## config.mk

```make
export PLATFORM = sky130hd
export DESIGN_NAME = fc_input_layer
export DESIGN_NICKNAME = d
export VERILOG_FILES = /design/src/rtl/fc_input_layer.sv
export SDC_FILE = /design/constraint.sdc
export NUM_CORES = 1
export LEC_CHECK = 0
export ABC_AREA = 1
export ABC_CLOCK_PERIOD_IN_PS = 3600
export BUFFER_PORTS_ARGS = -buffer_cell sky130_fd_sc_hd__buf_2
export CAP_MARGIN = 40
export CORE_UTILIZATION = 45
export DETAILED_ROUTE_END_ITERATION = 7
export GPL_ROUTABILITY_DRIVEN = 0
export PLACE_DENSITY = 0.71
export SYNTH_ARGS = -nofsm -noshare
export SYNTH_HDL_FRONTEND = slang
export SYNTH_SLANG_ARGS = --single-unit
```

## constraint.sdc

```tcl
create_clock -name clk_i -period 3.6 [get_ports clk_i]
set_input_delay 0.18 -clock clk_i [delete_from_list [all_inputs] [get_ports clk_i]]
set_output_delay 0.18 -clock clk_i [all_outputs]
set_load 0.01 [all_outputs]
```

## src/rtl/fc_input_layer.sv

```systemverilog
// Assembles LAYER_HEIGHT words popped from a FWFT FIFO into one vector handed off with valid/ready.
// Optional macro FC_INPUT_LAYER_DOUBLE_BUFFER_EN adds a fill buffer so popping overlaps the output hold.
module fc_input_layer #(
    parameter int LAYER_HEIGHT = 5,
    parameter int WORD_SIZE    = 16
) (
    input  logic                                   clk_i,
    input  logic                                   reset_i,
    output logic                                   ren_o,
    input  logic                                   empty_i,
    input  logic [WORD_SIZE-1:0]                   data_i,
    output logic                                   valid_o,
    input  logic                                   ready_i,
    output logic [LAYER_HEIGHT-1:0][WORD_SIZE-1:0] data_o
);

    localparam int AW = (LAYER_HEIGHT > 1) ? $clog2(LAYER_HEIGHT) : 1;
    localparam logic [AW-1:0] LAST_ADDR = AW'(LAYER_HEIGHT - 1);

    localparam logic [0:0] eFILL  = 1'b0;
    localparam logic [0:0] eVALID = 1'b1;

    logic [0:0]                             state;
    logic [AW-1:0]                          addr;
    logic [LAYER_HEIGHT-1:0][WORD_SIZE-1:0] out_words;
    logic                                   pop;
    logic                                   last;
    logic                                   accept;

    assign valid_o = (state == eVALID);
    assign accept  = valid_o && ready_i;
    assign last    = (addr == LAST_ADDR);
    assign pop     = ren_o;

    always_ff @(posedge clk_i) begin
        if (reset_i)
            addr <= '0;
        else if (pop)
            addr <= last ? '0 : addr + AW'(1);
    end

`ifdef FC_INPUT_LAYER_DOUBLE_BUFFER_EN
    logic                                   fill_pending;
    logic                                   load_direct;
    logic [LAYER_HEIGHT-1:0][WORD_SIZE-1:0] fill_words;
    logic [LAYER_HEIGHT-1:0][WORD_SIZE-1:0] full_words;

    // ren_o already implies ~empty_i, so it doubles as the pop strobe
    assign ren_o       = ~reset_i && ~empty_i && ~fill_pending;
    assign load_direct = pop && last && (!valid_o || ready_i);

    // completed vector as it will look once the word at the head lands
    always_comb begin
        full_words       = fill_words;
        full_words[addr] = data_i;
    end

    always_ff @(posedge clk_i) begin
        if (reset_i) begin
            state        <= eFILL;
            fill_pending <= 1'b0;
        end else if (load_direct) begin
            state <= eVALID;
        end else if (pop && last) begin
            fill_pending <= 1'b1;
        end else if (accept) begin
            if (fill_pending)
                fill_pending <= 1'b0;
            else
                state <= eFILL;
        end
    end

    always_ff @(posedge clk_i) begin
        if (pop)
            fill_words[addr] <= data_i;
        if (load_direct)
            out_words <= full_words;
        else if (accept && fill_pending)
            out_words <= fill_words;
    end
`else
    assign ren_o = ~reset_i && (state == eFILL) && ~empty_i;

    always_ff @(posedge clk_i) begin
        if (reset_i)
            state <= eFILL;
        else if (pop && last)
            state <= eVALID;
        else if (accept)
            state <= eFILL;
    end

    // no pops happen while the vector is held, so words assemble in place
    always_ff @(posedge clk_i) begin
        if (pop)
            out_words[addr] <= data_i;
    end
`endif

    assign data_o = valid_o ? out_words : '0;

endmodule

```

==> impl_summary.txt, run 1 <==
----------------------------------------------------
[Status]
  Outcome ... finished, final reports clean

[Critical path]
  Setup slack on the worst flop-to-flop path ... 1.81 ns
  Reg2reg path depth ... 3
  Worst path buffer plus inverter count ... 3
  Slowest cell on the critical path ... sky130_fd_sc_hd__buf_4
  Worst R2R End ... out_words[65]$_DFFE_PP_
  Crit start category ... register
  CP Cell Sequence ... buf_4 -> nand2_1 -> inv_1 -> buf_2
  Category of the critical setup timing path ... register to primary output
  Data arrival, critical path ... 1.73 ns
  Data required time at the worst endpoint ... 3.42 ns
  Launching point of the worst reg2reg path ... addr[0]$_SDFFE_PP0P_
  Worst setup EP type ... primary output
  CP peak stage delay ... 0.57 ns
  Crit Path Max Fanout ... 82
  Family with the most delay on the worst path ... buffers and inverters

[Detailed routing]
  TritonRoute pass-1 iters ... 4
  Remaining design rule violation count ... 0
  WL/cell ... 12.3 um
  Drt initial violations ... 116
  Number of nets still failing antenna checks after routing ... 0
  Avg Vias per Cell ... 4.30
  Wire length after detailed routing ... 6.09 mm
  Via count ... 2137

[Min path]
  Class of the most critical hold timing path ... input port to register
  Destination of the worst hold path ... valid_o$_SDFFE_PP0P_
  Worst hold path depth ... 2
  Min-Delay Startpoint ... ready_i

[Clocking]
  Register clock-pin slew on the reported worst setup and hold paths ... 0.07 ns
  CTS Buffer Depth ... 2
  Number of buffers created by CTS ... 9
  CTS Hold Buffers Added ... 0
  Post-CTS repair timing setup buffer count ... 0
  TritonCTS clock tree ... yes
  Number of sinks driven by the clock tree ... 84
  Clock tree root driver cell ... sky130_fd_sc_hd__clkbuf_8
  Post-cts gate resize count ... 0
  Later-pin clock latency in the skew report ... 0.34 ns
  H-tree level count ... 3

[STA]
  Hold violation count in the final report ... 0
  Transition at the pin with the smallest max-transition slack ... 0.889 ns
  Count of pins over their slew limit ... 0
  Slew HR ... 0.405
  Fin crit share ... 0.531
  Final-report setup violation count ... 0
  Time the worst path needs with I/O delays and setup ... 1.91 ns
  Setup repair after global routing missed its margin ... false
  Setup clock skew after layout ... 0.00582 ns
  Fmax ... 0.523 GHz
  Aggregate negative setup slack ... 0 ns

[Power]
  Leakage power total ... 2.37 nW
  Largest voltage drop on the vdd net ... 0.000227 V
  Final Power ... 1.77 mW
  Power Dens Cells ... 427 mW/mm2

[Layout]
  Diodes inserted ... 0
  Net count reported at finish ... 415
  Ratio of cells with drive above 1 in the final layout ... 0.317
  Synthesis-to-finish area growth ... 24.3%

[Synthesis]
  Most used standard cells in the synthesized netlist ... 89 x sky130_fd_sc_hd__nand2_1, 88 x sky130_fd_sc_hd__inv_1, 80 x sky130_fd_sc_hd__edfxtp_1
  Area leader, netlist ... sky130_fd_sc_hd__edfxtp_1
  Register bit total from synthesis ... 84
  Cell variety after synth ... 16
  Syn avg cell area ... 11.6 um2
  XOR/XNOR share of the synthesized area ... 0
  Seq/Total Area, Yosys ... 0.744
  Largest cells by area after synthesis ... sky130_fd_sc_hd__edfxtp_1 72%, sky130_fd_sc_hd__nand2_1 10%, sky130_fd_sc_hd__inv_1 9.9%
  Main flop type after synthesis ... sky130_fd_sc_hd__edfxtp_1
  Post-Synth Adder-Cell Area ... 0.00750
  Share of the synthesized area in compound gates (AO/OA/AOI/OAI) ... 0.00488
  Simple-gate share of the synthesized area ... 0.129
  Dominant combinational cell family by area after synthesis ... simple AND/OR/NAND/NOR gates
  Number of warnings printed during yosys synthesis ... 0
  Cells after Synth ... 288
  Net count after synthesis ... 310
  Share of Yosys cell area claimed by the top area cell type ... 0.720
  Multiplexer share of the synthesized area ... 0
  Area of the mapped netlist ... 0.00334 mm2
  Number of enable-type register cells in the synthesized netlist ... 80
  Async SR Flop Fraction ... 0
  Most instantiated library cell after synthesis ... sky130_fd_sc_hd__nand2_1

[Die]
  Number of top-level pins ... 102
  Die Width ... 88.1 um
  Number of standard-cell rows in the floorplan ... 31
  Area enclosed by the die boundary ... 0.00776 mm2
  Effective utilization at floorplan ... 0.462
  Y dimension of the die ... 88.1 um
  Core outline area ... 0.00721 mm2

[Global routing]
  Pin count of the biggest net entering global routing ... 83
  Wire length of the first global-routing pass ... 9.27 mm
  Via count of the first global-routing pass ... 1852
  Grt total ovfl ... 0
  Total Routing Usage GR ... 0.171
  Antenna violations before repair ... 0

[Placed design]
  I/O Buffers ... 101
  Post-detail-place hpwl ... 4.19 mm

[Flow run]
  Max-Cap Viols ... 0

----------------------------------------------------
through the flow:
stage	std cells	util	cell area, um2	hold slack (ns)	setup WS, ns
finish	497	0.575	4150	0.0462	1.69
global route	497	0.575	4150	0.0259	1.53
global placement	480	0.547	3950	0.377	1.86
detailed placement	480	0.547	3950	0.403	1.78
CTS	496	0.572	4130	0.0312	1.69
floorplan	288	-	3340	0.252	1.78
layout make-up:
type	instances	area [um2]
fill	638	3070
timing repair buffer	103	528
inverter	88	330
sequential	84	2480
clock inverter	5	52.6
tap	99	124
clock buffer	11	131
multi-input combinational	107	495
flip-flops by register name, indices dropped and copies added, names as in the netlist:
name       flops
out_words     80
addr           3
valid_o        1
report_power, final:
| group | switching, mW | total (mW) | internal (mW) | leakage [nW] |
|---|---|---|---|---|
| Sequential | 0.00587 | 1.09 | 1.09 | 0.758 |
| Clock | 0.308 | 0.625 | 0.317 | 0.0931 |
| Combinational | 0.0358 | 0.0515 | 0.0157 | 1.52 |
| Total | 0.349 | 1.77 | 1.42 | 2.37 |
kinds of logic after synthesis:
| group | count (synthesis) |
|---|---|
| and+or+nand+nor | 102 |
| buffers and inverters | 97 |
| DFF | 84 |
| AOI/OAI and AO/OA | 3 |
| adders and majority gates | 2 |
routing by layer:
layer / track usage / share of wire / up-vias
met5: 0 / 0 / -
met1: 0.229 / 0.45 / 974
met4: 0.0836 / 0.017 / 0
met2: 0.264 / 0.47 / 79
li1: - / - / 1076
met3: 0.0415 / 0.059 / 8
worst max path at each step:
stage                     slack, ns                  from                      end  cells after the start
after floorplan                1.78  valid_o$_SDFFE_PP0P_   out_words[0]$_DFFE_PP_                      4
after global placement         1.86  addr[0]$_SDFFE_PP0P_  out_words[14]$_DFFE_PP_                      3
after detailed placement       1.78  addr[0]$_SDFFE_PP0P_  out_words[77]$_DFFE_PP_                      3
after CTS                      1.69  valid_o$_SDFFE_PP0P_               data_o[41]                      4
after global routing           1.53  valid_o$_SDFFE_PP0P_               data_o[41]                      4
final                          1.69  valid_o$_SDFFE_PP0P_               data_o[41]                      4
placed cells by master, fill, tap and decap left out:
cell,instances
sky130_fd_sc_hd__nand3_1,1
sky130_fd_sc_hd__nor3_4,3
sky130_fd_sc_hd__nor2_2,2
sky130_fd_sc_hd__nor2_1,3
sky130_fd_sc_hd__buf_8,1
sky130_fd_sc_hd__nor2_8,1
sky130_fd_sc_hd__inv_1,88
sky130_fd_sc_hd__bufinv_16,1
sky130_fd_sc_hd__ha_1,2
sky130_fd_sc_hd__a21oi_1,2
sky130_fd_sc_hd__nand2_1,89
sky130_fd_sc_hd__nand3_2,1
sky130_fd_sc_hd__buf_4,1
sky130_fd_sc_hd__clkbuf_8,9
sky130_fd_sc_hd__nand4_1,1
sky130_fd_sc_hd__clkinvlp_4,1
sky130_fd_sc_hd__dfxtp_1,3
sky130_fd_sc_hd__edfxtp_1,80
sky130_fd_sc_hd__clkinv_2,3
sky130_fd_sc_hd__buf_2,101
sky130_fd_sc_hd__clkbuf_1,2
sky130_fd_sc_hd__nand2_2,1
sky130_fd_sc_hd__o22ai_1,1
sky130_fd_sc_hd__dfxtp_2,1
No activity file was read; power rests on OpenSTA's default activity.
==> run 2, diff against run 1 <==
Settings changed: ABC_AREA 1 to 0, ABC_CLOCK_PERIOD_IN_PS 3600 to 1600, PLACE_DENSITY 0.71 to 0.75.
Clock period 3.6 ns to 1.6 ns, I/O delays scaled along.
==> impl_summary.txt, run 2 <==
----------------------------------------------------
[Critical path]
  Category of the critical setup timing path ... register to register
  Data required time at the worst endpoint ... 1.65 ns
  Family with the most delay on the worst path ... simple AND/OR/NAND/NOR gates
  Worst setup EP type ... register
  Crit start category ... register
  CP Cell Sequence ... or4_4 -> nor3b_4 -> buf_4
  Slowest cell on the critical path ... sky130_fd_sc_hd__or4_4
  Number of logic stages on the critical path including buffering ... 3
  Data arrival, critical path ... 1.62 ns
  CP peak stage delay ... 0.55 ns
  Crit Path Max Fanout ... 8
  Worst path buffer plus inverter count ... 1
  Reg2reg path depth ... 3

[Power]
  Proportion of power drawn by flip-flops and latches ... 0.616
  Net switching share of the total power ... 0.190
  Gate power share ... 0.046
  Net Sw Power ... 0.761 mW
  Internal power summed over all cells ... 3.24 mW
  Clock group share of total power ... 0.339
  Leakage power total ... 1.86 nW
  Power Dens Cells ... 926 mW/mm2
  Largest voltage drop on the vdd net ... 0.000491 V

[Layout]
  Diodes inserted ... 0
  Net count reported at finish ... 354
  Layout Cell Area excl Fill ... 0.00432 mm2
  Synthesis-to-finish area growth ... 35.4%
  Most frequent cells in the layout ... 101 x sky130_fd_sc_hd__buf_2, 80 x sky130_fd_sc_hd__and2_1, 80 x sky130_fd_sc_hd__edfxtp_1
  Final standard cell utilization of the core ... 0.632
  Final standard cell count with taps included and fillers excluded ... 432
  Most flop-heavy register ... out_words
  Ratio of cells with drive above 1 in the final layout ... 0.396
  Most frequent standard cell in the layout excluding fill and tap cells ... sky130_fd_sc_hd__buf_2
  Number of flip-flops under the largest register name ... 80

[Detailed routing]
  Routed wire length on met3 ... 395 um
  Top layer in use ... met4
  Wire length on met2 ... 3.17 mm
  Drt initial violations ... 71
  Avg Vias per Cell ... 4.70
  Wire length after detailed routing ... 6.55 mm
  Routed metal-1 wirelength ... 2.84 mm
  Number of nets still failing antenna checks after routing ... 0
  Via count ... 2029
  Remaining design rule violation count ... 0
  WL/cell ... 15.2 um
  TritonRoute pass-1 iters ... 4

[Synthesis]
  Most used standard cells in the synthesized netlist ... 80 x sky130_fd_sc_hd__and2_1, 80 x sky130_fd_sc_hd__edfxtp_1, 5 x sky130_fd_sc_hd__buf_2
  Register bit total from synthesis ... 84
  Area of the mapped netlist ... 0.00319 mm2
  Net count after synthesis ... 220
  Area leader, netlist ... sky130_fd_sc_hd__edfxtp_1
  Share of Yosys cell area claimed by the top area cell type ... 0.754
  Async SR Flop Fraction ... 0
  Cells after Synth ... 198
  Seq/Total Area, Yosys ... 0.779
  Largest cells by area after synthesis ... sky130_fd_sc_hd__edfxtp_1 75%, sky130_fd_sc_hd__and2_1 16%, sky130_fd_sc_hd__dfxtp_1 2.5%
  Syn avg cell area ... 16.1 um2
  Number of enable-type register cells in the synthesized netlist ... 80
  Cell variety after synth ... 20
  Number of warnings printed during yosys synthesis ... 0
  Main flop type after synthesis ... sky130_fd_sc_hd__edfxtp_1

[Global routing]
  Total Routing Usage GR ... 0.180
  Antenna violations before repair ... 0
  Via count of the first global-routing pass ... 1879
  Grt total ovfl ... 0
  Wire length of the first global-routing pass ... 9.69 mm
  Pin count of the biggest net entering global routing ... 48

[STA]
  Slew HR ... 0.804
  Count of pins over their slew limit ... 0
  Setup clock skew after layout ... 0.00782 ns
  Hold slack ... 0.0272 ns
  Aggregate negative setup slack ... 0 ns
  Final-report setup violation count ... 0
  Time the worst path needs with I/O delays and setup ... 1.57 ns
  Fmax ... 0.637 GHz
  Transition at the pin with the smallest max-transition slack ... 0.293 ns
  Fin crit share ... 0.982
  Hold violation count in the final report ... 0
  Setup repair after global routing missed its margin ... true

[Die]
  Number of top-level pins ... 102
  Effective utilization at floorplan ... 0.467
  Number of standard-cell rows in the floorplan ... 30
  Area enclosed by the die boundary ... 0.00743 mm2
  Die Width ... 86.2 um
  Core outline area ... 0.00683 mm2
  Y dimension of the die ... 86.2 um

[Clocking]
  Later-pin clock latency in the skew report ... 0.34 ns
  Register clock-pin slew on the reported worst setup and hold paths ... 0.08 ns
  Number of sinks driven by the clock tree ... 84
  CTS Buffer Depth ... 2
  H-tree level count ... 3
  Number of buffers created by CTS ... 9
  Post-CTS repair timing setup buffer count ... 0
  TritonCTS clock tree ... yes
  Clock tree root driver cell ... sky130_fd_sc_hd__clkbuf_8

[Min path]
  Worst hold path depth ... 4
  Class of the most critical hold timing path ... input port to register

[Placed design]
  I/O Buffers ... 101
  Post-detail-place hpwl ... 4.18 mm
  Placement-stage cell area ... 0.00395 mm2
  Instance count after placement with tap cells included ... 400

[Status]
  Outcome ... finished, final reports clean

[Flow run]
  Max-Cap Viols ... 0

----------------------------------------------------
==> run 2: cell count changes in the layout (fill, tap and decap cells not counted), moves of 2 or more <==
cell | previous run | this run
sky130_fd_sc_hd__clkinv_1 | 0 | 3
sky130_fd_sc_hd__nor2_2 | 2 | 0
sky130_fd_sc_hd__and3_2 | 0 | 3
sky130_fd_sc_hd__buf_4 | 1 | 8
sky130_fd_sc_hd__dlygate4sd3_1 | 0 | 17
sky130_fd_sc_hd__and2_1 | 0 | 80
sky130_fd_sc_hd__nor3_4 | 3 | 1
sky130_fd_sc_hd__nand2_1 | 89 | 1
sky130_fd_sc_hd__buf_12 | 0 | 6
sky130_fd_sc_hd__o21ai_0 | 0 | 2
sky130_fd_sc_hd__clkinv_2 | 3 | 0
sky130_fd_sc_hd__inv_1 | 88 | 4
==> run 2: timing repair <==
item / CTS / global route
setup endpoints to repair: 47 / 63
hold buffers: 17 / 0
resized for setup: 4 / 2
endpoints found under the hold margin: 80 / 0
gates cloned: 0 / 0
==> run 2: routing by layer <==
layer	track usage	vias to the layer above
met4	0.0924	0
met1	0.231	974
met2	0.286	80
met3	0.0438	14
met5	0	-
li1	-	961
==> run 2: cells by family after synthesis <==
family / after synthesis / synth area share
mux: 1 / 0.00314
buf+inv: 13 / 0.0173
compound gates: 6 / 0.0122
fa+ha+maj: 2 / 0.00785
flops: 84 / 0.779
simple gates: 92 / 0.181
==> run 2: layout make-up <==
cell class                      instances  area, um2
Inverter                                4       15.0
Timing Repair Buffer                  132        856
Fill cell                             553       2510
Tap cell                               96        120
Clock buffer                           11        131
Sequential cell                        84       2480
Clock inverter                          4       41.3
Multi-Input combinational cell        101        669
==> run 2: stage by stage <==
| stage | worst slack (ns) | total power, mW |
|---|---|---|
| 6_report | 0.0295 | 4.00 |
| 3_3_place_gp | 0.0667 | 2.66 |
| 5_1_grt | -0.0213 | 4.13 |
| 2_1_floorplan | -0.172 | 2.56 |
| 4_1_cts | 0.0252 | 4.04 |
| 3_5_place_dp | 0.0480 | 2.66 |
==> run 2: path summary, 6_finish.rpt <==
check	startpoint	endpoint	slack [ns]
min	ready_i	valid_o$_SDFFE_PP0P_	0.03
max	addr[1]$_SDFFE_PP0P_	out_words[64]$_DFFE_PP_	0.03
min reg2reg	addr[0]$_SDFFE_PP0P_	addr[0]$_SDFFE_PP0P_	0.65
max reg2reg	addr[1]$_SDFFE_PP0P_	out_words[64]$_DFFE_PP_	0.03
==> run 2: power by group through the flow <==
stage	combinational [mW]	sequential (mW)	clock, mW
floorplan	0.0478	2.51	0
global placement	0.146	2.51	0
detailed placement	0.151	2.51	0
CTS	0.184	2.46	1.39
global route	0.198	2.46	1.46
finish	0.182	2.46	1.35
==> run 2: worst min-delay path, delay by kind of cell <==
family | cells | cell delay, ns
buffers and inverters | 2 | 0.13
AO/OA/AOI/OAI | 1 | 0.04
AND/OR/NAND/NOR | 1 | 0.07
==> run 3, diff against run 2 <==
Settings changed: RECOVER_POWER set to 100.
==> impl_summary.txt, run 3 (synthesized netlist as in run 2, its figures left out) <==
----------------------------------------------------
[Power]
  Largest voltage drop on the vdd net ... 0.000493 V
  Leakage power total ... 1.67 nW
  Power Dens Cells ... 945 mW/mm2
  Final Power ... 3.98 mW

[Layout]
  Number of flip-flops under the largest register name ... 80
  Filler instances ... 576
  Most frequent standard cell in the layout excluding fill and tap cells ... sky130_fd_sc_hd__edfxtp_1
  Most flop-heavy register ... out_words
  Most frequent cells in the layout ... 80 x sky130_fd_sc_hd__edfxtp_1, 62 x sky130_fd_sc_hd__and2_1, 41 x sky130_fd_sc_hd__buf_2
  Layout Cell Area excl Fill ... 0.00421 mm2
  Diodes inserted ... 0
  Net count reported at finish ... 354
  Ratio of cells with drive above 1 in the final layout ... 0.280
  Final standard cell utilization of the core ... 0.616
  Synthesis-to-finish area growth ... 32.1%

[STA]
  Fmax ... 0.637 GHz
  Final-report setup violation count ... 0
  Transition at the pin with the smallest max-transition slack ... 0.281 ns
  Count of pins over their slew limit ... 0
  Setup repair after global routing missed its margin ... true
  Setup clock skew after layout ... 0.00832 ns
  Hold violation count in the final report ... 0
  Slew HR ... 0.812
  Fin crit share ... 0.982
  Time the worst path needs with I/O delays and setup ... 1.57 ns

[Die]
  Number of standard-cell rows in the floorplan ... 30
  Number of top-level pins ... 102
  Y dimension of the die ... 86.2 um
  Effective utilization at floorplan ... 0.467
  Core outline area ... 0.00683 mm2
  Area enclosed by the die boundary ... 0.00743 mm2
  Die Width ... 86.2 um

[Min path]
  Class of the most critical hold timing path ... input port to register
  Destination of the worst hold path ... valid_o$_SDFFE_PP0P_
  Min-Delay Startpoint ... ready_i
  Worst hold path depth ... 4

[Placed design]
  Placement-stage cell area ... 0.00395 mm2
  I/O Buffers ... 101
  Post-detail-place hpwl ... 4.18 mm

[Critical path]
  Category of the critical setup timing path ... register to register
  Launching point of the worst reg2reg path ... addr[1]$_SDFFE_PP0P_
  Setup slack on the worst flop-to-flop path ... 0.03 ns
  Data arrival, critical path ... 1.62 ns
  Worst setup EP type ... register
  Crit Path Max Fanout ... 8
  Reg2reg path depth ... 3
  Data required time at the worst endpoint ... 1.64 ns
  Worst R2R End ... out_words[76]$_DFFE_PP_
  Crit start category ... register

[Detailed routing]
  Avg Vias per Cell ... 4.63
  Via count ... 1998
  WL/cell ... 15.1 um
  Number of nets still failing antenna checks after routing ... 0
  Drt initial violations ... 70
  Remaining design rule violation count ... 0
  TritonRoute pass-1 iters ... 4
  Wire length after detailed routing ... 6.53 mm

[Global routing]
  Total Routing Usage GR ... 0.180
  Grt total ovfl ... 0
  Antenna violations before repair ... 0
  Pin count of the biggest net entering global routing ... 48
  Wire length of the first global-routing pass ... 9.69 mm
  Via count of the first global-routing pass ... 1879

[Clocking]
  Later-pin clock latency in the skew report ... 0.34 ns
  Number of buffers created by CTS ... 9
  Clock tree root driver cell ... sky130_fd_sc_hd__clkbuf_8
  H-tree level count ... 3
  Post-CTS repair timing setup buffer count ... 0
  Register clock-pin slew on the reported worst setup and hold paths ... 0.08 ns
  CTS Buffer Depth ... 2
  TritonCTS clock tree ... yes
  Number of sinks driven by the clock tree ... 84

[Flow run]
  Max-Cap Viols ... 0

[Status]
  Outcome ... finished, final reports clean

----------------------------------------------------
## run 3: cell count changes in the layout (fill, tap and decap cells not counted), sizes merged
cell    delta
buf       -65
clkbuf    +65
## run 3: per-layer routing
| layer | track usage | part of all wire | wire length, um |
|---|---|---|---|
| met1 | 0.231 | 0.44 | 2860 |
| met2 | 0.286 | 0.48 | 3160 |
| met3 | 0.0438 | 0.053 | 346 |
| met4 | 0.0924 | 0.024 | 156 |
| met5 | 0 | 0 | 0 |
## run 3: worst max-delay path by stage
stage | startpoint | endpoint | slack [ns]
finish | addr[1]$_SDFFE_PP0P_ | out_words[76]$_DFFE_PP_ | 0.03
global route | addr[1]$_SDFFE_PP0P_ | out_words[74]$_DFFE_PP_ | -0.02
CTS | addr[1]$_SDFFE_PP0P_ | out_words[76]$_DFFE_PP_ | 0.03
detailed placement | addr[1]$_SDFFE_PP0P_ | out_words[75]$_DFFE_PP_ | 0.05
global placement | addr[1]$_SDFFE_PP0P_ | out_words[64]$_DFFE_PP_ | 0.07
floorplan | addr[1]$_SDFFE_PP0P_ | out_words[64]$_DFFE_PP_ | -0.17
## run 3: power breakdown
| part | total [mW] | internal (mW) | switching, mW |
|---|---|---|---|
| clock network | 1.35 | 0.699 | 0.656 |
| registers | 2.46 | 2.45 | 0.0102 |
| logic | 0.163 | 0.0682 | 0.0943 |
## run 3: layout make-up
cell class / instances / area, um2 / share of cell area
flip-flops and latches: 84 / 2480 / 0.590
well taps: 96 / 120 / 0.0285
inverters: 4 / 15.0 / 0.00357
repair buffers: 132 / 751 / 0.178
clock inverters: 4 / 41.3 / 0.00980
multi-input cells: 101 / 668 / 0.159
clock buffers: 11 / 131 / 0.0312
## run 3: critical path, cell delays in order (launching register included)
cell and delay (ns):
sky130_fd_sc_hd__dfxtp_2 0.33, sky130_fd_sc_hd__or4_4 0.55, sky130_fd_sc_hd__nor3b_4 0.20, sky130_fd_sc_hd__buf_4 0.20
## run 3: through the flow
| step | TNS [ns] | cells | hold slack [ns] | setup slack [ns] |
|---|---|---|---|---|
| after floorplan | -4.29 | 198 | 0.142 | -0.172 |
| after global placement | 0 | 400 | 0.318 | 0.0667 |
| after detailed placement | 0 | 400 | 0.321 | 0.0480 |
| after CTS | 0 | 432 | 0.0100 | 0.0252 |
| after global routing | -0.537 | 432 | 0.0452 | -0.0213 |
| final | 0 | 432 | 0.0259 | 0.0290 |
## run 3: repair_timing
item	in CTS	in global routing
gates resized for setup	4	2
hold buffers	17	0
endpoints found under the setup margin	47	63
hold endpoints to repair	80	0
pin swaps	0	0
